`src/rtl/sensor_level_if.sv`:
```
// Sample intake bus for sensor_level_encoder: a channel-tagged sample with a
// valid/ready handshake and a freeze control that stalls intake.
interface sensor_level_if #(
  parameter int W = 8
);
  logic         in_valid;
  logic         in_ready;
  logic [1:0]   in_ch;
  logic [W-1:0] in_data;
  logic         freeze;

  // Sample producer side.
  modport master (output in_valid, output in_ch, output in_data, output freeze,
                  input  in_ready);
  // Encoder side.
  modport slave  (input  in_valid, input  in_ch, input  in_data, input  freeze,
                  output in_ready);
endinterface

```
`src/rtl/sensor_level_encoder.sv`:
```
// sensor_level_encoder: quantises multiplexed rain/seismic/wind/water samples
// into four registered 2-bit severity levels. Rising levels use the raw
// thresholds; falling levels need the sample to drop HYST below a threshold.
// A change commits only after HOLD consecutive agreeing samples on its channel.
// Optional macro STALE_TIMEOUT_EN adds per-channel idle timeouts that force a
// silent channel back to level 00 and raise its stale flag.

// One channel: quantiser, hysteresis, persistence counter, optional idle timer.
module sle_lane #(
  parameter int W    = 8,
  parameter int T1   = 64,
  parameter int T2   = 128,
  parameter int T3   = 192,
  parameter int HYST = 8,
  parameter int HOLD = 3
`ifdef STALE_TIMEOUT_EN
  , parameter int TIMEOUT = 1000
`endif
) (
  input  logic         clk,
  input  logic         rst_n,
  input  logic         acc,      // a sample for this channel is accepted this cycle
  input  logic [W-1:0] data,
  output logic [1:0]   lvl,
  output logic         lvl_chg   // level is changing on this edge
`ifdef STALE_TIMEOUT_EN
  , output logic       stale
`endif
);
  // Thresholds widened by one bit so data + HYST cannot wrap.
  localparam logic [W:0] T1_X   = (W+1)'(T1);
  localparam logic [W:0] T2_X   = (W+1)'(T2);
  localparam logic [W:0] T3_X   = (W+1)'(T3);
  localparam logic [W:0] HYST_X = (W+1)'(HYST);
  localparam logic [3:0] HOLD_C = 4'(HOLD);

  logic [1:0] cur, cur_n;
  logic [1:0] pend, pend_n;
  logic [3:0] cnt, cnt_n;
  logic [W:0] dx, dh;
  logic [1:0] up, dn, cand;

  assign lvl = cur;

  // Quantise the sample both ways and pick the candidate level.
  always_comb begin
    dx   = {1'b0, data};
    dh   = dx + HYST_X;
    up   = 2'(dx >= T1_X) + 2'(dx >= T2_X) + 2'(dx >= T3_X);
    dn   = 2'(dh >= T1_X) + 2'(dh >= T2_X) + 2'(dh >= T3_X);
    cand = cur;
    if (up > cur)      cand = up;
    else if (dn < cur) cand = dn;
  end

`ifdef STALE_TIMEOUT_EN
  localparam int             IW   = $clog2(TIMEOUT + 1);
  localparam logic [IW-1:0]  TO_C = IW'(TIMEOUT);
  logic [IW-1:0] idle, idle_n;
  logic          stale_n;
`endif

  // Persistence tracking; a timeout (when enabled) overrides it for idle channels.
  always_comb begin
    cur_n   = cur;
    pend_n  = pend;
    cnt_n   = cnt;
    lvl_chg = 1'b0;
`ifdef STALE_TIMEOUT_EN
    idle_n  = idle;
    stale_n = stale;
`endif
    if (acc) begin
      if (cand == cur) begin
        cnt_n = 4'd0;
      end else begin
        if (cand == pend && cnt != 4'd0) begin
          cnt_n = cnt + 4'd1;
        end else begin
          pend_n = cand;
          cnt_n  = 4'd1;
        end
        if (cnt_n == HOLD_C) begin
          cur_n   = cand;
          cnt_n   = 4'd0;
          lvl_chg = 1'b1;
        end
      end
    end
`ifdef STALE_TIMEOUT_EN
    if (acc) begin
      idle_n  = '0;
      stale_n = 1'b0;
    end else begin
      if (idle != TO_C) idle_n = idle + IW'(1);
      // Fire once, on the edge the counter reaches the limit.
      if (idle_n == TO_C && !stale) begin
        stale_n = 1'b1;
        lvl_chg = (cur != 2'd0);
        cur_n   = 2'd0;
        pend_n  = 2'd0;
        cnt_n   = 4'd0;
      end
    end
`endif
  end

  // Lane state registers.
  always_ff @(posedge clk or negedge rst_n) begin
    if (!rst_n) begin
      cur  <= 2'd0;
      pend <= 2'd0;
      cnt  <= 4'd0;
`ifdef STALE_TIMEOUT_EN
      idle  <= '0;
      stale <= 1'b0;
`endif
    end else begin
      cur  <= cur_n;
      pend <= pend_n;
      cnt  <= cnt_n;
`ifdef STALE_TIMEOUT_EN
      idle  <= idle_n;
      stale <= stale_n;
`endif
    end
  end
endmodule

module sensor_level_encoder #(
  parameter int W       = 8,
  parameter int T1      = 64,
  parameter int T2      = 128,
  parameter int T3      = 192,
  parameter int HYST    = 8,
  parameter int HOLD    = 3,
  parameter int TIMEOUT = 1000
) (
  input  logic clk,
  input  logic rst_n,
  sensor_level_if.slave sif,
  output logic r1, r0,
  output logic s1, s0,
  output logic w1, w0,
  output logic l1, l0,
  output logic all_valid,
  output logic chg
`ifdef STALE_TIMEOUT_EN
  , output logic [3:0] stale
`endif
);
  localparam int NUM_LANES = 4;

  // Reject illegal configurations at elaboration.
  if (HYST < 0 || HYST >= T1 || T1 >= T2 || T2 >= T3 || T3 >= (1 << W) ||
      HOLD < 1 || HOLD > 15 || TIMEOUT < 1) begin : g_bad_cfg
    $error("sensor_level_encoder: illegal threshold/HOLD/TIMEOUT configuration");
  end

  logic                       acc;
  logic [NUM_LANES-1:0]       acc_vec;
  logic [NUM_LANES-1:0][1:0]  lvl;
  logic [NUM_LANES-1:0]       lvl_chg;
  logic [NUM_LANES-1:0]       seen;

  // Intake never backpressures except under freeze.
  assign sif.in_ready = ~sif.freeze;
  assign acc          = sif.in_valid & ~sif.freeze;

  for (genvar i = 0; i < NUM_LANES; i++) begin : g_lane
    assign acc_vec[i] = acc & (sif.in_ch == 2'(i));
    sle_lane #(
      .W(W), .T1(T1), .T2(T2), .T3(T3), .HYST(HYST), .HOLD(HOLD)
`ifdef STALE_TIMEOUT_EN
      , .TIMEOUT(TIMEOUT)
`endif
    ) u_lane (
      .clk     (clk),
      .rst_n   (rst_n),
      .acc     (acc_vec[i]),
      .data    (sif.in_data),
      .lvl     (lvl[i]),
      .lvl_chg (lvl_chg[i])
`ifdef STALE_TIMEOUT_EN
      , .stale (stale[i])
`endif
    );
  end

  assign {r1, r0} = lvl[0];
  assign {s1, s0} = lvl[1];
  assign {w1, w0} = lvl[2];
  assign {l1, l0} = lvl[3];
  assign all_valid = &seen;

  // Remember which channels have delivered a sample; chg follows any commit by one cycle.
  always_ff @(posedge clk or negedge rst_n) begin
    if (!rst_n) begin
      seen <= '0;
      chg  <= 1'b0;
    end else begin
      seen <= seen | acc_vec;
      chg  <= |lvl_chg;
    end
  end
endmodule

```
`src/flat_wrapper.sv`:
```
// flat-port wrapper written by rule: the top's interface ports become plain ports
module sensor_level_encoder_flat 
#(
  parameter int W       = 8,
  parameter int T1      = 64,
  parameter int T2      = 128,
  parameter int T3      = 192,
  parameter int HYST    = 8,
  parameter int HOLD    = 3,
  parameter int TIMEOUT = 1000
)
  (clk, rst_n, r1, r0, s1, s0, w1, w0, l1, l0, all_valid, chg, sif_in_valid, sif_in_ch, sif_in_data, sif_freeze, sif_in_ready);
  sensor_level_if #(.W(W)) sif_i ();
  input  logic clk;
  input  logic rst_n;
  output logic r1;
  output logic r0;
  output logic s1;
  output logic s0;
  output logic w1;
  output logic w0;
  output logic l1;
  output logic l0;
  output logic all_valid;
  output logic chg;
  input wire logic [$bits(sif_i.in_valid)-1:0] sif_in_valid;
  input wire logic [$bits(sif_i.in_ch)-1:0] sif_in_ch;
  input wire logic [$bits(sif_i.in_data)-1:0] sif_in_data;
  input wire logic [$bits(sif_i.freeze)-1:0] sif_freeze;
  output wire logic [$bits(sif_i.in_ready)-1:0] sif_in_ready;
  assign sif_i.in_valid = sif_in_valid;
  assign sif_i.in_ch = sif_in_ch;
  assign sif_i.in_data = sif_in_data;
  assign sif_i.freeze = sif_freeze;
  assign sif_in_ready = sif_i.in_ready;
  sensor_level_encoder #(.W(W), .T1(T1), .T2(T2), .T3(T3), .HYST(HYST), .HOLD(HOLD), .TIMEOUT(TIMEOUT)) u_core (.clk(clk), .rst_n(rst_n), .sif(sif_i), .r1(r1), .r0(r0), .s1(s1), .s0(s0), .w1(w1), .w0(w0), .l1(l1), .l0(l0), .all_valid(all_valid), .chg(chg));
endmodule
```
`config.mk`:
```
export PLATFORM = sky130hd
export DESIGN_NAME = sensor_level_encoder_flat
export DESIGN_NICKNAME = d
export VERILOG_FILES = /design/src/rtl/sensor_level_if.sv /design/src/rtl/sensor_level_encoder.sv /design/src/flat_wrapper.sv
export SDC_FILE = /design/constraint.sdc
export NUM_CORES = 1
export LEC_CHECK = 0
export BUFFER_PORTS_ARGS = -buffer_cell sky130_fd_sc_hd__buf_2
export CAP_MARGIN = 20
export CORE_MARGIN = 5
export CORE_UTILIZATION = 41
export CTS_CLUSTER_DIAMETER = 30
export DETAILED_ROUTE_END_ITERATION = 8
export PLACE_DENSITY = 0.65
export SYNTH_ARGS = -nofsm -noshare
export SYNTH_HDL_FRONTEND = slang
export SYNTH_SLANG_ARGS = --single-unit
```
`constraint.sdc`:
```
create_clock -name clk -period 5.4 [get_ports clk]
set_input_delay 0.81 -clock clk [delete_from_list [all_inputs] [get_ports clk]]
set_output_delay 0.81 -clock clk [all_outputs]
set_load 0.05 [all_outputs]
```
==> reports/metrics.cfg, run 1 <==
[drt]
drtPass1Iterations = 4
vias_per_cell = 5.464
wl_per_cell_microns = 13.48
drc = 0
drtIter0Drc = 65
drtAntennaViolNets = 0
wl_mm = 5.310
via_count = 2153

[logic_synthesis]
seq_area_frac_synth_pct = 34.04
yosysUniqueCellTypes = 56
synth_warnings = 0
synth_area_per_cell_sq_um = 9.347
yosysTopAreaCellShare_pct = 34.04
syn-num-nets = 331
synth-main-ff-cell = dfrtp_1
synthCells = 291
synth.area.top_cells = dfrtp_1, ha_1, nand2_1, mux2i_1, inv_1
synth_enable_flop_cells = 0
syn_area_sq_um = 2720
synth-seq-cells = 37
async_reset_ff_share_pct = 100.0
synth_top_cell_by_area = dfrtp_1

[finish]
synthToLayoutAreaGrowth_pct = 11.13
drive_gt1_share_pct = 16.40
fillers = 618
diodes = 0
fin_nets = 356
mostFrequentLayoutCell = dfrtp_1
final_area_sq_um = 3023
layout_common_cells = dfrtp_1, nand2_1, ha_1, inv_1, buf_2
multi_input_area_sq_um = 1697
seqCellArea_sq_um = 925.9

[global_route]
antenna_found_initial = 0
grt_start_max_net_pins = 38
grt_use_met3_pct = 2.231
grt-ovfl-total = 0
gr-max-usage-layer = met2
grt_usage_pct = 13.33
use_met2_pct = 20.70
grt_pass1_wl_mm = 9.404
grt_pass1_vias = 2134
use_met1_pct = 18.11

[power]
p_leak_nw = 1.412
swShare_pct = 38.76
p_int_mw = 0.6557
power_density_nw_per_um2 = 354.2
peakVddDrop_v = 0.0001808
p_sw_mw = 0.4150
seqPwrFrac_pct = 36.1
clockPowerShare_pct = 23.6
combPwrFrac_pct = 40.3
finalPower_mw = 1.071

[clocking]
clk_pin_slew_ps = 80
h-tree-depth = 2
clock-sinks = 37
root_buffer = clkbuf_8
holdBufCountCts = 0
clockBufferDepth = 2
clock_latency_ps = 290
cts_tree = yes
postCtsSetupBuffers = 0
cts_resized = 0
cts_made_buffers = 5

[sta]
post-route-period-util_pct = 71.58
rsz0062_at_grt = false
worst_pin_slew_ps = 830.5
tns_ps = 0
clock.fmax_mhz = 258.7
clock_skew_ps = 8.733
period_minus_slack_ps = 3865
slew_violations = 0
finalHoldViolCount = 0
slew_headroom_pct = 44.63
setup_viol = 0

[worst_setup_path]
crit_family = adder cells
crit_required_ps = 5580
critPathSlowestCell = fa_1
cp-start-kind = primary input
crit_buf_inv = 1
path_cells = buf_2, ha_1, nand3_1, o21ai_0, a32o_1, fa_1, ha_1, nor2b_1, a211oi_1, a211oi_2, xnor2_1, o21bai_2, or3_4, mux2_1
crit_path_end_kind = flip-flop
startpoint = sif_in_data[3]
crit_path_frequent_cell = ha_1
critical_path.max_stage_delay_ps = 570
cp_max_fo = 8
regToRegStartpoint = u_core.g_lane[0].u_lane.lvl[1]
path_class = primary input to flip-flop
worstPathArrival_ps = 4050

[hold_path]
hp-start = u_core.seen[3]
hold_class = flip-flop to flip-flop

[place]
dpl-instance-area_sq_um = 2907
gp_congestion = 0.8737
place_hpwl_mm = 3.971
portBuffers = 21

[floorplanning]
initial_core_util_pct = 42.59
rows = 29
core_area_sq_um = 6386
die_x_microns = 91.45
die_area_sq_um = 8363
die_height_microns = 91.45
io_pins = 25

[run]
drv_cap = 0

[run_status]
status = completed

==> worst register-to-register path, cell delays in order (launching register included) <==
cell and delay [ps]:
dfrtp_1 440, inv_1 110, ha_1 310, nor2b_1 130
o21ai_1 220, mux2i_1 460, xnor2_1 200, o21ai_1 180
or3_1 460, mux2i_1 140
==> registers in the layout, indices dropped and copies added (netlist names) <==
signal and cells:
u_core.chg 1, u_core.g_lane.u_lane.cnt 16, u_core.g_lane.u_lane.lvl 8, u_core.g_lane.u_lane.pend 8, u_core.seen 4
==> area by class of cell <==
class	count	share of cell area, %
Timing Repair Buffer	21	3.477
Clock inverter	1	0.9934
Inverter	22	2.732
Sequential cell	37	30.63
Clock buffer	7	2.856
Multi-Input combinational cell	229	56.13
Tap cell	77	3.187
==> layer usage <==
layer | up-vias | wire, microns
li1 | 1100 | -
met1 | 1017 | 2744
met2 | 28 | 2311
met3 | 8 | 169
met4 | 0 | 86
met5 | - | 0
==> cells in the mapped netlist (3+ instances only) <==
master,number
xor2_1,7
nor3_1,8
o31ai_1,4
nand2b_1,5
o21ai_2,3
nand2_1,29
dfrtp_1,37
ha_1,25
a22o_1,4
mux2i_1,8
o21ai_1,7
mux2_2,6
a21oi_1,5
xnor2_1,9
inv_1,21
or3_1,5
o21ai_0,10
a21o_1,4
nor2b_1,7
a31oi_1,4
nand4_1,3
o22ai_1,4
nor2_1,19
nand3_1,14
o21bai_1,3
==> kinds of logic (layout without fill, tap and decap cells) <==
group / after synthesis / in the layout / synth area share, %
xor gates and xnor gates: 17 / 17 / 5.750
and+or+nand+nor: 101 / 101 / 18.86
AOI/OAI and AO/OA: 68 / 68 / 18.58
muxes: 17 / 17 / 6.946
buffers and inverters: 25 / 51 / 3.588
DFF: 37 / 37 / 34.04
adders and majority gates: 26 / 26 / 12.24
==> metrics by stage <==
step                std cells  worst slack, ps  util [%]  hold WS [ps]
CTS                       394             1544     47.34         467.0
detailed placement        386             1225     45.51         449.9
global placement          386             1272     45.51         444.1
floorplan                 291             1628         -         425.8
finish                    394             1535     47.34         462.6
global route              394             1250     47.34         484.4
==> power groups by stage <==
stage | Combinational, mW | Sequential, mW | Clock (mW)
4_1_cts | 0.434 | 0.386 | 0.259
5_1_grt | 0.482 | 0.397 | 0.269
2_1_floorplan | 0.328 | 0.403 | 0
6_report | 0.432 | 0.387 | 0.252
3_3_place_gp | 0.423 | 0.390 | 0
3_5_place_dp | 0.431 | 0.391 | 0
==> path summary, 6_finish.rpt <==
kind,to,slack [ps],depth (start not counted)
max,u_core.g_lane[1].u_lane.lvl[1],1530,14
min,u_core.seen[3],460,1
max reg2reg,u_core.g_lane[0].u_lane.lvl[1],2620,9
min reg2reg,u_core.seen[3],460,1
max in group asynchronous,u_core.g_lane[3].u_lane.cnt[2],4260,1
min in group asynchronous,u_core.g_lane[0].u_lane.cnt[2],610,1
Power figures use the tool's default switching activity.
==> inputs of run 2 (changes only) <==
- ABC_AREA: not set -> 1
- PLACE_DENSITY: 0.65 -> 0.64
- clock period: 5.4 -> 3.9 ns (I/O delays scaled with it)
==> run 2 against run 1 <==
  * Synthesized area grew 7.7%
  * First-iteration DRC count shrank 3.1%
  * Largest cell class unchanged
  * Final area increased by 7.0%
  * Synthesized cell count up 35%
  * Worst setup slack worse by 850 ps
==> reports/metrics.cfg, run 2 <==
[logic_synthesis]
yosysUniqueCellTypes = 30
yosysTopAreaCellShare_pct = 31.61
synth_top_cell_by_area = dfrtp_1
synth-simple-area-share_pct = 39.38
async_reset_ff_share_pct = 100.0
synth_compound_area_share_pct = 6.237
synth-seq-cells = 37
synth_xor_area_share_pct = 2.392
ys_top_cells_by_count = nand2_1, inv_1, nand3_1, dfrtp_1, ha_1
synth_warnings = 0
syn-num-nets = 433
synth_enable_flop_cells = 0
synth_mux_area_share_pct = 0
synthCells = 393
synth-main-ff-cell = dfrtp_1
yosysMostFrequentCell = nand2_1
synth_area_per_cell_sq_um = 7.453
synth.area.top_cells = dfrtp_1, nand2_1, ha_1, inv_1, nand3_1
synth_top_family_by_area = simple AND/OR/NAND/NOR gates
synthAdderAreaFrac_pct = 11.36
syn_area_sq_um = 2929
seq_area_frac_synth_pct = 31.61

[sta]
post-route-period-util_pct = 82.53
period_minus_slack_ps = 3219
hold_ws_ps = 402.8
slew_violations = 0
layout_setup_ws_ps = 681.4
worst_pin_slew_ps = 850.5
finalHoldViolCount = 0
slew_headroom_pct = 43.30
setup_viol = 0
rsz0062_at_grt = false
clock_skew_ps = 3.706
tns_ps = 0
clock.fmax_mhz = 310.7

[worst_setup_path]
critPathSlowestCell = fa_1
reg2reg_to = u_core.chg
worstSetupEndpoint = u_core.chg
crit_family = simple AND/OR/NAND/NOR gates
critical_path.max_stage_delay_ps = 620
ff2ff_setup_slack_ps = 1790
regToRegStartpoint = u_core.g_lane[1].u_lane.lvl[1]
cp-start-kind = primary input
crit_required_ps = 4120
crit_buf_inv = 1
path_class = primary input to flip-flop
path_cells = buf_2, ha_1, nand3_1, xor2_1, nand3_1, fa_1, ha_1, o21ai_0, nand2_1, nand2_2, nand2_2, nand2_1, nand3_2, nor2_4, nand3_2, nor2_1, nor2_1, nand2_1
startpoint = sif_in_data[3]
cp.depth = 18
crit_path_frequent_cell = nand2_1
reg2reg_depth = 14
crit_path_end_kind = flip-flop
cp_max_fo = 8
worstPathArrival_ps = 3440

[floorplanning]
io_pins = 25
die_height_microns = 94.52
die_area_sq_um = 8934
rows = 30
initial_core_util_pct = 42.64
core_area_sq_um = 6869
die_x_microns = 94.52

[drt]
vias_per_cell = 4.868
drtAntennaViolNets = 0
wl_mm = 5.997
via_count = 2512
drtIter0Drc = 63
drc = 0
drtPass1Iterations = 5
wl_per_cell_microns = 11.62

[clocking]
cts_made_buffers = 5
cts_resized = 0
cts_tree = yes
h-tree-depth = 2
holdBufCountCts = 0
clockBufferDepth = 2
root_buffer = clkbuf_8
postCtsSetupBuffers = 0
clock_latency_ps = 290
clock-sinks = 37
clk_pin_slew_ps = 70

[place]
gp_congestion = 0.8045
portBuffers = 21
dpl-instance-area_sq_um = 3149
place_inst = 509
place_hpwl_mm = 4.630
dp_slack_ps = 376.3

[global_route]
antenna_found_initial = 0
grt_pass1_vias = 2489
grt_pass1_wl_mm = 10.86
grt-ovfl-total = 0
grt_usage_pct = 15.17
grt_start_max_net_pins = 38

[power]
p_sw_mw = 0.8320
clockPowerShare_pct = 15.8
finalPower_mw = 1.745
peakVddDrop_v = 0.0001737
power_density_nw_per_um2 = 539.5
p_int_mw = 0.9134
combPwrFrac_pct = 51.7
p_leak_nw = 1.638
seqPwrFrac_pct = 32.4
swShare_pct = 47.67

[finish]
mostFrequentLayoutCell = nand2_1
synthToLayoutAreaGrowth_pct = 10.47
largest_reg_flops = 16
layout_common_cells = nand2_1, inv_1, nand3_1, dfrtp_1, ha_1
top_register = u_core.g_lane.u_lane.cnt
post-route-util_pct = 47.10
final_area_sq_um = 3236
layout.cells.non_filler = 516
fin_nets = 460
drive_gt1_share_pct = 19.52
diodes = 0

[run]
drv_cap = 0

[run_status]
status = completed

[hold_path]
hold_class = primary input to async pin

[run 2: cell families after synthesis]
group,after synthesis
simple gates,217
buf+inv,70
flops,37
compound gates,35
fa+ha+maj,26
xor+xnor,8
[run 2: power groups by stage]
stage | combinational (mW) | sequential, mW | clock, mW
after floorplan | 0.706 | 0.604 | 0
after global placement | 0.885 | 0.570 | 0
after detailed placement | 0.906 | 0.571 | 0
after CTS | 0.911 | 0.566 | 0.286
after global routing | 1.04 | 0.581 | 0.301
final | 0.903 | 0.566 | 0.277
[run 2: final cells by class]
type | instances | area [sq um]
flip-flops and latches | 37 | 925.9
well taps | 96 | 120.1
repair buffers | 21 | 105.1
fillers | 684 | 3633
clock buffers | 7 | 86.33
inverters | 69 | 259.0
multi-input cells | 286 | 1739
[run 2: how the worst min path moves through the flow]
stage / cells after the start / from / to
2_1_floorplan: 0 / rst_n / u_core.chg
3_3_place_gp: 2 / u_core.seen[0] / u_core.seen[0]
3_5_place_dp: 2 / u_core.seen[3] / u_core.seen[3]
4_1_cts: 1 / rst_n / u_core.g_lane[3].u_lane.lvl[1]
5_1_grt: 1 / rst_n / u_core.g_lane[3].u_lane.lvl[0]
6_report: 1 / rst_n / u_core.g_lane[3].u_lane.lvl[0]
[run 2: routing by layer]
layer | track usage (%) | wire [microns] | vias up
met5 | 0 | 0 | -
met1 | 20.45 | 3121 | 1156
met4 | 5.649 | 76 | 0
met2 | 24.70 | 2626 | 38
li1 | - | - | 1311
met3 | 2.151 | 172 | 7
==> inputs of run 3 (changes only) <==
- clock period: 3.9 -> 3.4 ns (I/O delays scaled with it)
==> run 3 against run 2 <==
  * Sequential cell count did not move
  * Critical path type unchanged
  * Clock skew rose by 8.3 ps
  * Non-clock buffer count rose by 7
==> reports/metrics.cfg, run 3 (synthesis results as in run 2) <==
[clocking]
h-tree-depth = 2
holdBufCountCts = 0
clk_pin_slew_ps = 90
clock-sinks = 37
cts_resized = 0
clockBufferDepth = 2
root_buffer = clkbuf_8
cts_tree = yes
postCtsSetupBuffers = 0
cts_made_buffers = 5
clock_latency_ps = 300

[drt]
drtPass1Iterations = 4
wl_per_cell_microns = 11.54
drtAntennaViolNets = 0
drtIter0Drc = 71
via_count = 2493
drc = 0
vias_per_cell = 4.758
wl_mm = 6.045

[worst_setup_path]
crit_path_end_kind = flip-flop
crit_required_ps = 3620
cp_max_fo = 7
crit_path_frequent_cell = nand2_1
path_class = primary input to flip-flop
critPathSlowestCell = fa_1
path_cells = buf_2, ha_1, nand3_1, xor2_1, nand3_1, fa_1, ha_1, o21ai_0, nand2_1, nand2_2, nand2_2, nand2_1, nand3_2, nor2_4, nand3_2, nor2_1, nor2_1, nand2_1
worstPathArrival_ps = 3310
critical_path.max_stage_delay_ps = 610
cp-start-kind = primary input
crit_buf_inv = 1
crit_family = simple AND/OR/NAND/NOR gates

[finish]
layout.cells.non_filler = 524
seqCellArea_sq_um = 925.9
largest_reg_flops = 16
diodes = 0
fin_nets = 467
multi_input_area_sq_um = 1739
mostFrequentLayoutCell = nand2_1
final_area_sq_um = 3336
synthToLayoutAreaGrowth_pct = 13.88
drive_gt1_share_pct = 21.26
top_register = u_core.g_lane.u_lane.cnt
fillers = 693
layout_common_cells = nand2_1, inv_1, nand3_1, dfrtp_1, ha_1

[floorplanning]
core_area_sq_um = 6869
initial_core_util_pct = 42.64
die_height_microns = 94.52
io_pins = 25
rows = 30
die_area_sq_um = 8934
die_x_microns = 94.52

[place]
gp_congestion = 0.8110
portBuffers = 21
place_hpwl_mm = 4.758
place_inst = 516
dpl-instance-area_sq_um = 3202

[sta]
post-route-period-util_pct = 90.96
rsz0062_at_grt = false
worst_pin_slew_ps = 865.4
setup_viol = 0
clock.fmax_mhz = 323.3
slew_headroom_pct = 42.31
period_minus_slack_ps = 3093
clock_skew_ps = 12.04
finalHoldViolCount = 0
slew_violations = 0

[global_route]
grt-ovfl-total = 0
antenna_found_initial = 0
grt_usage_pct = 15.01
grt_pass1_vias = 2397
grt_pass1_wl_mm = 10.77
grt_start_max_net_pins = 38

[power]
p_leak_nw = 1.697
power_density_nw_per_um2 = 649.2
peakVddDrop_v = 0.0003085
finalPower_mw = 2.166

[run_status]
status = completed

[hold_path]
hold_class = primary input to async pin

[run]
drv_cap = 0

## run 3: cell count changes in the layout (fill, tap and decap cells not counted)
cell       delta
buf_4         +7
bufinv_16     +2
clkbuf_1      -1
clkbuf_8      -1
clkinv_2      +1
## run 3: stage by stage
| step | TNS [ps] | setup slack [ps] | hold slack, ps | utilization, % |
|---|---|---|---|---|
| floorplan | 0 | 401.5 | 214.4 | - |
| global placement | 0 | 44.60 | 433.7 | 46.61 |
| detailed placement | -62.71 | -37.70 | 440.3 | 46.61 |
| CTS | 0 | 265.0 | 358.6 | 48.56 |
| global route | 0 | 57.52 | 399.6 | 48.56 |
| finish | 0 | 307.3 | 316.5 | 48.56 |
## run 3: layout make-up
cell class                      count  area share, %
Tap cell                           96          3.601
Inverter                           69          7.764
Clock inverter                      3          1.950
Clock buffer                        5          2.063
Timing Repair Buffer               28          4.726
Sequential cell                    37          27.76
Multi-Input combinational cell    286          52.14
## run 3: worst paths after layout
kind                            cells after the start  slack (ps)                            from                        endpoint
worst max-delay path                               18         310                  sif_in_data[3]                      u_core.chg
worst min-delay path                                1         320                           rst_n  u_core.g_lane[0].u_lane.lvl[1]
worst max register to register                     14        1310  u_core.g_lane[1].u_lane.lvl[1]                      u_core.chg
worst min register to register                      2         460                  u_core.seen[0]                  u_core.seen[0]
max in group asynchronous                           1        2530                           rst_n  u_core.g_lane[2].u_lane.cnt[0]
min in group clk                                    2         460                  u_core.seen[0]                  u_core.seen[0]
## run 3: layer usage
layer / GRT usage, % / part of all wire [%]
met5: 0 / 0
met1: 20.96 / 52
met3: 2.789 / 4.4
met2: 24.29 / 43
met4: 3.125 / 0.88
## run 3: power breakdown
part	total (mW)	switching [mW]	internal (mW)	leakage [nW]
Sequential	0.647	0.0995	0.547	0.456
Combinational	1.06	0.701	0.355	1.17
Clock	0.463	0.172	0.292	0.0681
Total	2.17	0.972	1.19	1.70
